--- src/rtl/mc_pkg.sv ---
// Shared state, opcode and control-code definitions for the multicycle controller.
package mc_pkg;

    typedef enum logic [2:0] {
        S_IF  = 3'd0,
        S_ID  = 3'd1,
        S_EX  = 3'd2,
        S_MEM = 3'd3,
        S_WB  = 3'd4,
        S_MD  = 3'd5
    } state_t;

    typedef enum logic [3:0] {
        C_ILL = 4'd0,
        C_ALU = 4'd1,
        C_LW  = 4'd2,
        C_SW  = 4'd3,
        C_BEQ = 4'd4,
        C_J   = 4'd5,
        C_JAL = 4'd6,
        C_JR  = 4'd7,
        C_MD  = 4'd8
    } iclass_t;

    localparam logic [5:0] OP_R   = 6'b000000;
    localparam logic [5:0] OP_ORI = 6'b001101;
    localparam logic [5:0] OP_LW  = 6'b100011;
    localparam logic [5:0] OP_SW  = 6'b101011;
    localparam logic [5:0] OP_BEQ = 6'b000100;
    localparam logic [5:0] OP_LUI = 6'b001111;
    localparam logic [5:0] OP_J   = 6'b000010;
    localparam logic [5:0] OP_JAL = 6'b000011;

    localparam logic [5:0] F_ADDU  = 6'b100001;
    localparam logic [5:0] F_SUBU  = 6'b100011;
    localparam logic [5:0] F_JR    = 6'b001000;
    localparam logic [5:0] F_MULT  = 6'b011000;
    localparam logic [5:0] F_MULTU = 6'b011001;

    localparam logic [1:0] WD_ALU = 2'b00;
    localparam logic [1:0] WD_MEM = 2'b01;
    localparam logic [1:0] WD_PC4 = 2'b10;
    localparam logic [1:0] WD_LUI = 2'b11;

    localparam logic [1:0] AB_REG  = 2'b00;
    localparam logic [1:0] AB_SEXT = 2'b01;
    localparam logic [1:0] AB_ZEXT = 2'b10;

    localparam logic [1:0] RD_RT = 2'b00;
    localparam logic [1:0] RD_RA = 2'b01;
    localparam logic [1:0] RD_RD = 2'b10;

    localparam logic [2:0] ALU_ADD = 3'b000;
    localparam logic [2:0] ALU_SUB = 3'b001;
    localparam logic [2:0] ALU_OR  = 3'b010;

    localparam logic [1:0] PC_4   = 2'b00;
    localparam logic [1:0] PC_JMP = 2'b01;
    localparam logic [1:0] PC_BR  = 2'b10;
    localparam logic [1:0] PC_REG = 2'b11;

endpackage

--- src/rtl/mc_decode.sv ---
// Combinational op/funct decode into instruction class and datapath selects.
// mult/multu decode legally only when MC_CONTROL_MULDIV_EN is defined.
module mc_decode
    import mc_pkg::*;
(
    input  logic [5:0] op,
    input  logic [5:0] fuc,
    output logic [3:0] cls,
    output logic [1:0] wd,
    output logic [1:0] alub,
    output logic [1:0] rdst,
    output logic [2:0] aluop,
    output logic [1:0] pcsel
);

    always_comb begin
        cls   = C_ILL;
        wd    = WD_ALU;
        alub  = AB_REG;
        rdst  = RD_RT;
        aluop = ALU_ADD;
        pcsel = PC_4;
        unique case (1'b1)
            (op == OP_R && fuc == F_ADDU): begin
                cls  = C_ALU;
                rdst = RD_RD;
            end
            (op == OP_R && fuc == F_SUBU): begin
                cls   = C_ALU;
                rdst  = RD_RD;
                aluop = ALU_SUB;
            end
            (op == OP_R && fuc == F_JR): begin
                cls   = C_JR;
                pcsel = PC_REG;
            end
`ifdef MC_CONTROL_MULDIV_EN
            (op == OP_R && (fuc == F_MULT || fuc == F_MULTU)): begin
                cls = C_MD;
            end
`endif
            (op == OP_ORI): begin
                cls   = C_ALU;
                alub  = AB_ZEXT;
                aluop = ALU_OR;
            end
            (op == OP_LUI): begin
                cls  = C_ALU;
                wd   = WD_LUI;
                alub = AB_ZEXT;
            end
            (op == OP_LW): begin
                cls  = C_LW;
                wd   = WD_MEM;
                alub = AB_SEXT;
            end
            (op == OP_SW): begin
                cls  = C_SW;
                alub = AB_SEXT;
            end
            (op == OP_BEQ): begin
                cls   = C_BEQ;
                aluop = ALU_SUB;
                pcsel = PC_BR;
            end
            (op == OP_J): begin
                cls   = C_J;
                pcsel = PC_JMP;
            end
            (op == OP_JAL): begin
                cls   = C_JAL;
                pcsel = PC_JMP;
                wd    = WD_PC4;
                rdst  = RD_RA;
            end
            default: ;
        endcase
    end

endmodule

--- src/rtl/mc_control.sv ---
// Multicycle MIPS control FSM with strobes decoded from state and instruction class.
// Define MC_CONTROL_MULDIV_EN to enable mult/multu via the MD wait state.
module mc_control
    import mc_pkg::*;
#(
    parameter int MD_LATENCY = 5,
    parameter int STATE_W    = 3
) (
    input  logic               clk,
    input  logic               rst_n,
    input  logic [5:0]         op,
    input  logic [5:0]         fuc,
    input  logic               zero,
    input  logic               mem_ready,
    output logic               PCWrite,
    output logic               IRWrite,
    output logic               RegWrite,
    output logic               MemRead,
    output logic               MemWrite,
    output logic [1:0]         WDctrl,
    output logic [1:0]         ALUctrl,
    output logic [1:0]         Regdst,
    output logic [2:0]         ALUOp,
    output logic [1:0]         PCctrl,
    output logic [STATE_W-1:0] state,
    output logic               instr_done,
    output logic               illegal,
    output logic               md_start
);

    state_t     st;
    iclass_t    cls;
    logic [3:0] cls_raw;
    logic [3:0] cnt;
    logic [1:0] dec_pc;

    mc_decode u_dec (
        .op    (op),
        .fuc   (fuc),
        .cls   (cls_raw),
        .wd    (WDctrl),
        .alub  (ALUctrl),
        .rdst  (Regdst),
        .aluop (ALUOp),
        .pcsel (dec_pc)
    );

    assign cls   = iclass_t'(cls_raw);
    assign state = STATE_W'(st);

    // IR still holds the previous instruction during fetch, so force PC+4 there
    assign PCctrl = (rst_n && st == S_IF) ? PC_4 : dec_pc;

    always_ff @(posedge clk or negedge rst_n) begin
        if (!rst_n) begin
            st  <= S_IF;
            cnt <= '0;
        end else begin
            unique case (st)
                S_IF: if (mem_ready) st <= S_ID;
                S_ID: begin
                    case (cls)
                        C_ALU, C_LW, C_SW, C_BEQ, C_MD: st <= S_EX;
                        default: st <= S_IF;
                    endcase
                end
                S_EX: begin
                    case (cls)
                        C_ALU: st <= S_WB;
                        C_LW, C_SW: st <= S_MEM;
                        C_MD: begin
                            st  <= S_MD;
                            cnt <= 4'(MD_LATENCY);
                        end
                        default: st <= S_IF;
                    endcase
                end
                S_MEM: begin
                    if (mem_ready) st <= (cls == C_LW) ? S_WB : S_IF;
                end
                S_WB: st <= S_IF;
                S_MD: begin
                    if (cnt <= 4'd1) begin
                        st  <= S_IF;
                        cnt <= '0;
                    end else begin
                        cnt <= cnt - 4'd1;
                    end
                end
                default: st <= S_IF;
            endcase
        end
    end

    always_comb begin
        PCWrite    = 1'b0;
        IRWrite    = 1'b0;
        RegWrite   = 1'b0;
        MemRead    = 1'b0;
        MemWrite   = 1'b0;
        instr_done = 1'b0;
        illegal    = 1'b0;
        if (rst_n) begin
            unique case (st)
                S_IF: begin
                    MemRead = 1'b1;
                    IRWrite = mem_ready;
                    PCWrite = mem_ready;
                end
                S_ID: begin
                    case (cls)
                        C_J, C_JR: begin
                            PCWrite    = 1'b1;
                            instr_done = 1'b1;
                        end
                        C_JAL: begin
                            PCWrite    = 1'b1;
                            RegWrite   = 1'b1;
                            instr_done = 1'b1;
                        end
                        C_ILL: begin
                            illegal    = 1'b1;
                            instr_done = 1'b1;
                        end
                        default: ;
                    endcase
                end
                S_EX: begin
                    if (cls == C_BEQ) begin
                        PCWrite    = zero;
                        instr_done = 1'b1;
                    end
                end
                S_MEM: begin
                    MemRead    = (cls == C_LW);
                    MemWrite   = (cls == C_SW);
                    instr_done = (cls == C_SW) && mem_ready;
                end
                S_WB: begin
                    RegWrite   = 1'b1;
                    instr_done = 1'b1;
                end
                S_MD: instr_done = (cnt <= 4'd1);
                default: ;
            endcase
        end
    end

`ifdef MC_CONTROL_MULDIV_EN
    assign md_start = rst_n && (st == S_EX) && (cls == C_MD);
`else
    assign md_start = 1'b0;
`endif

endmodule

--- config.mk ---
export PLATFORM = sky130hd
export DESIGN_NAME = mc_control
export DESIGN_NICKNAME = d
export VERILOG_FILES = /design/src/rtl/mc_pkg.sv /design/src/rtl/mc_decode.sv /design/src/rtl/mc_control.sv
export SDC_FILE = /design/constraint.sdc
export NUM_CORES = 1
export LEC_CHECK = 0
export ABC_AREA = 1
export BUFFER_PORTS_ARGS = -buffer_cell sky130_fd_sc_hd__clkbuf_2
export CAP_MARGIN = 20
export CORE_UTILIZATION = 41
export CTS_BUF_LIST = sky130_fd_sc_hd__clkbuf_4 sky130_fd_sc_hd__clkbuf_8 sky130_fd_sc_hd__clkbuf_16
export DETAILED_ROUTE_END_ITERATION = 10
export GPL_TIMING_DRIVEN = 0
export MAX_ROUTING_LAYER = met4
export PLACE_DENSITY = 0.75
export SLEW_MARGIN = 20
export SYNTH_ARGS = -nofsm -noshare
export SYNTH_HDL_FRONTEND = slang
export SYNTH_SLANG_ARGS = --single-unit
--- constraint.sdc ---
create_clock -name clk -period 1.34 [get_ports clk]
set_input_delay 0.067 -clock clk [delete_from_list [all_inputs] [get_ports clk]]
set_output_delay 0.067 -clock clk [all_outputs]
set_load 0.02 [all_outputs]
==> impl_metrics.py <==
metrics = {
    "yosys": {
        "synth.most_common_cell": "nand2_1",
        "synth.top_cell.area_share_pct": 21.8,
        "ys_seq_elements": 7,
        "ys_warn_count": 0,
        "synth_area_leaders": "dfrtp_1 (22%), nand2_1 (13%), nor2_1 (12%), inv_1 (5.6%), inv_2 (4.7%)",
        "async_flop_share_pct": 100,
        "synth_common_cells": "nand2_1 (27), nor2_1 (26), inv_1 (12)",
        "syn-instance-count": 134,
        "synth-edff-count": 0,
        "ys.flop_type": "dfrtp_1",
        "synth_top_cell_by_area": "dfrtp_1",
        "avgSynthCellArea_um2": 5.99,
        "ys_types": 26,
        "synth.cell_area_um2": 802,
        "seq_area_frac_synth_pct": 21.8,
    },
    "sta": {
        "slew_violations": 0,
        "setup_viol_count_final": 12,
        "max_freq_mhz": 620,
        "rsz0062_at_grt": "true",
        "layout_min_cycle_time_ns": 1.61,
        "fin_crit_sh_pct": 120,
        "setup_slack_ns": -0.273,
        "finalHoldViolCount": 0,
        "fin_skew_ns": 0.000779,
    },
    "status": {
        "outcome": "finished with violations",
        "violations": "negative setup slack",
    },
    "drt": {
        "first_pass_iters": 6,
        "drt-initial-drc-count": 42,
        "drtAntennaViolNets": 0,
        "via_per_inst": 5.03,
        "vias": 1042,
        "wl_met3_um": 150,
        "wl_per_cell_um": 11.7,
        "routed_wl_mm": 2.42,
        "top_layer": "met4",
        "remaining_drc_errors": 0,
        "m1WireLength_mm": 1.06,
        "wl_met2_mm": 1.18,
    },
    "setup_path": {
        "cpPeakStageDelay_ns": 0.45,
        "slowest_stage": "dfrtp_2",
        "worst_ep_arrival_time_ns": 1.55,
        "cp.required_ns": 1.27,
        "r2r_cells": 10,
        "cp-end-kind": "primary output",
        "crit_fanout": 4,
        "crit_type": "reg2out",
        "path_cells": "inv_4 > nand2_4 > nor2_4 > nand4_1 > nand2_1 > nor2_2 > a21oi_2 > clkbuf_8",
        "startpoint_type": "register",
    },
    "clock_network": {
        "clockRootBuffer": "clkbuf_4",
        "cts_buffers": 3,
        "cts_tree": "built",
        "clockBufferDepth": 2,
        "clk_pin_slew_ns": 0.05,
        "cts.htree.levels": 1,
        "clk_latency_ns": 0.26,
        "cts.sinks": 7,
    },
    "power": {
        "swShare_pct": 45.0,
        "comb_power_share_pct": 55.5,
        "leakagePower_nw": 0.669,
        "clkPwrFrac_pct": 18.7,
        "switching_power_w": 0.000515,
        "power_frac_seq_pct": 25.9,
        "p_int_w": 0.000629,
        "ir_drop_v": 0.000567,
        "cellPowerDensity_nw_per_um2": 932,
    },
    "placement": {
        "hpwl_mm": 1.70,
        "dp.cells": 195,
        "portBuffers": 35,
        "dp_slack_ns": -0.126,
        "place_congestion": 0.893,
        "place_area_um2": 1020,
    },
    "layout": {
        "nets": 201,
        "syn_to_final_growth_pct": 53.0,
        "final_cells": 207,
        "n_antenna_cell": 0,
        "drive_above_1_share_pct": 51.6,
        "fillers": 156,
        "final_area_um2": 1230,
    },
    "die": {
        "die_y_um": 46.2,
        "dieArea_um2": 2140,
        "rows": 15,
        "fp.coreArea_um2": 1780,
        "io_pins": 38,
        "die_width_um": 46.2,
        "start_util_pct": 45.0,
    },
    "global_route": {
        "grt_pass1_wl_mm": 3.51,
        "grt_max_degree": 8,
        "grt_pass1_vias": 833,
        "antenna_found_initial": 0,
        "grt_overflow": 0,
        "grt.total_usage_pct": 23.6,
    },
    "job": {
        "max_cap_viol_count": 0,
    },
    "min_path": {
        "whs_path_depth": 3,
        "hp-class": "in2reg",
    },
}
[routing by layer]
layer / vias up / GRT usage (%)
met4: 0 / 3.53
met2: 42 / 35.2
li1: 523 / -
met5: - / -
met1: 471 / 32.5
met3: 6 / 6.27
[cell usage in the layout (no fill, tap or decap), drive strengths merged]
| cell type | n |
|---|---|
| xor2 | 1 |
| dlygate4sd3 | 1 |
| nand4 | 4 |
| nor3 | 4 |
| dfrtp | 7 |
| nor2 | 33 |
| clkbuf | 34 |
| or2 | 1 |
| nand3 | 8 |
| ha | 2 |
| inv | 22 |
| a21oi | 4 |
| a31oi | 1 |
| o22ai | 1 |
| buf | 14 |
| nand2 | 32 |
| conb | 2 |
| o21a | 1 |
| o21ai | 9 |
| nor3b | 1 |
[flip-flops by register name (all words and copies together), names as in the netlist]
signal  cells
cnt         4
state       3
[cells by family after synthesis]
| kind of cell | after synthesis | synth area share, % |
|---|---|---|
| AOI/OAI and AO/OA | 16 | 11.5 |
| other | 1 | 0.468 |
| adders and majority gates | 2 | 3.12 |
| and+or+nand+nor | 83 | 49.8 |
| xor gates and xnor gates | 1 | 1.09 |
| buffers and inverters | 24 | 12.2 |
| DFF | 7 | 21.8 |
[per-stage QoR]
step                util [%]  TNS (ns)  power [W]  hold slack [ns]
global route            68.8     -2.59    0.00121            0.196
finish                  68.8     -1.60    0.00114            0.169
detailed placement      57.5    -0.377   0.000737          -0.0571
global placement        57.5    -0.417   0.000721          -0.0569
floorplan                  -   -0.0576   0.000590           -0.229
CTS                     64.1     -1.33    0.00104            0.164
[area by class of cell]
| type | count | area, µm² | share of cell area, % |
|---|---|---|---|
| timing repair buffer | 43 | 269 | 21.9 |
| clock buffer | 4 | 30.0 | 2.45 |
| tap | 25 | 31.3 | 2.55 |
| multi-input combinational | 104 | 618 | 50.4 |
| buffer | 2 | 15.0 | 1.22 |
| sequential | 7 | 179 | 14.6 |
| inverter | 22 | 85.1 | 6.93 |
[worst paths after layout]
kind,start,end,slack [ns]
hold reg to reg,cnt[2]$_DFFE_PN0P_,cnt[2]$_DFFE_PN0P_,0.60
max in group asynchronous,rst_n,state[0]$_DFFE_PN0P_,0.78
hold / removal,mem_ready,state[0]$_DFFE_PN0P_,0.17
setup reg to reg,state[2]$_DFFE_PN0P_,state[2]$_DFFE_PN0P_,-0.15
setup / recovery,state[2]$_DFFE_PN0P_,instr_done,-0.27
min in group asynchronous,rst_n,cnt[3]$_DFFE_PN0P_,0.31
[critical path: cells and delay by family (launching register included)]
family,cells,cell delay (ns)
buffers and inverters,2,0.26
DFF,1,0.45
and+or+nand+nor,5,0.45
AOI/OAI and AO/OA,1,0.13
[power by group through the flow]
stage	sequential, W	combinational, W	clock [W]
CTS	0.000294	0.000524	0.000217
finish	0.000296	0.000635	0.000214
global placement	0.000276	0.000445	0
detailed placement	0.000281	0.000456	0
global route	0.000297	0.000686	0.000228
floorplan	0.000295	0.000295	0
[what timing repair did]
item / CTS / global route
setup buffers: 2 / 5
endpoints found under the setup margin: 11 / 13
hold buffers: 1 / 0
pin swaps: 8 / 9
resized for setup: 20 / 19
endpoints found under the hold margin: 7 / 0
(Power assumes the default switching activity.)
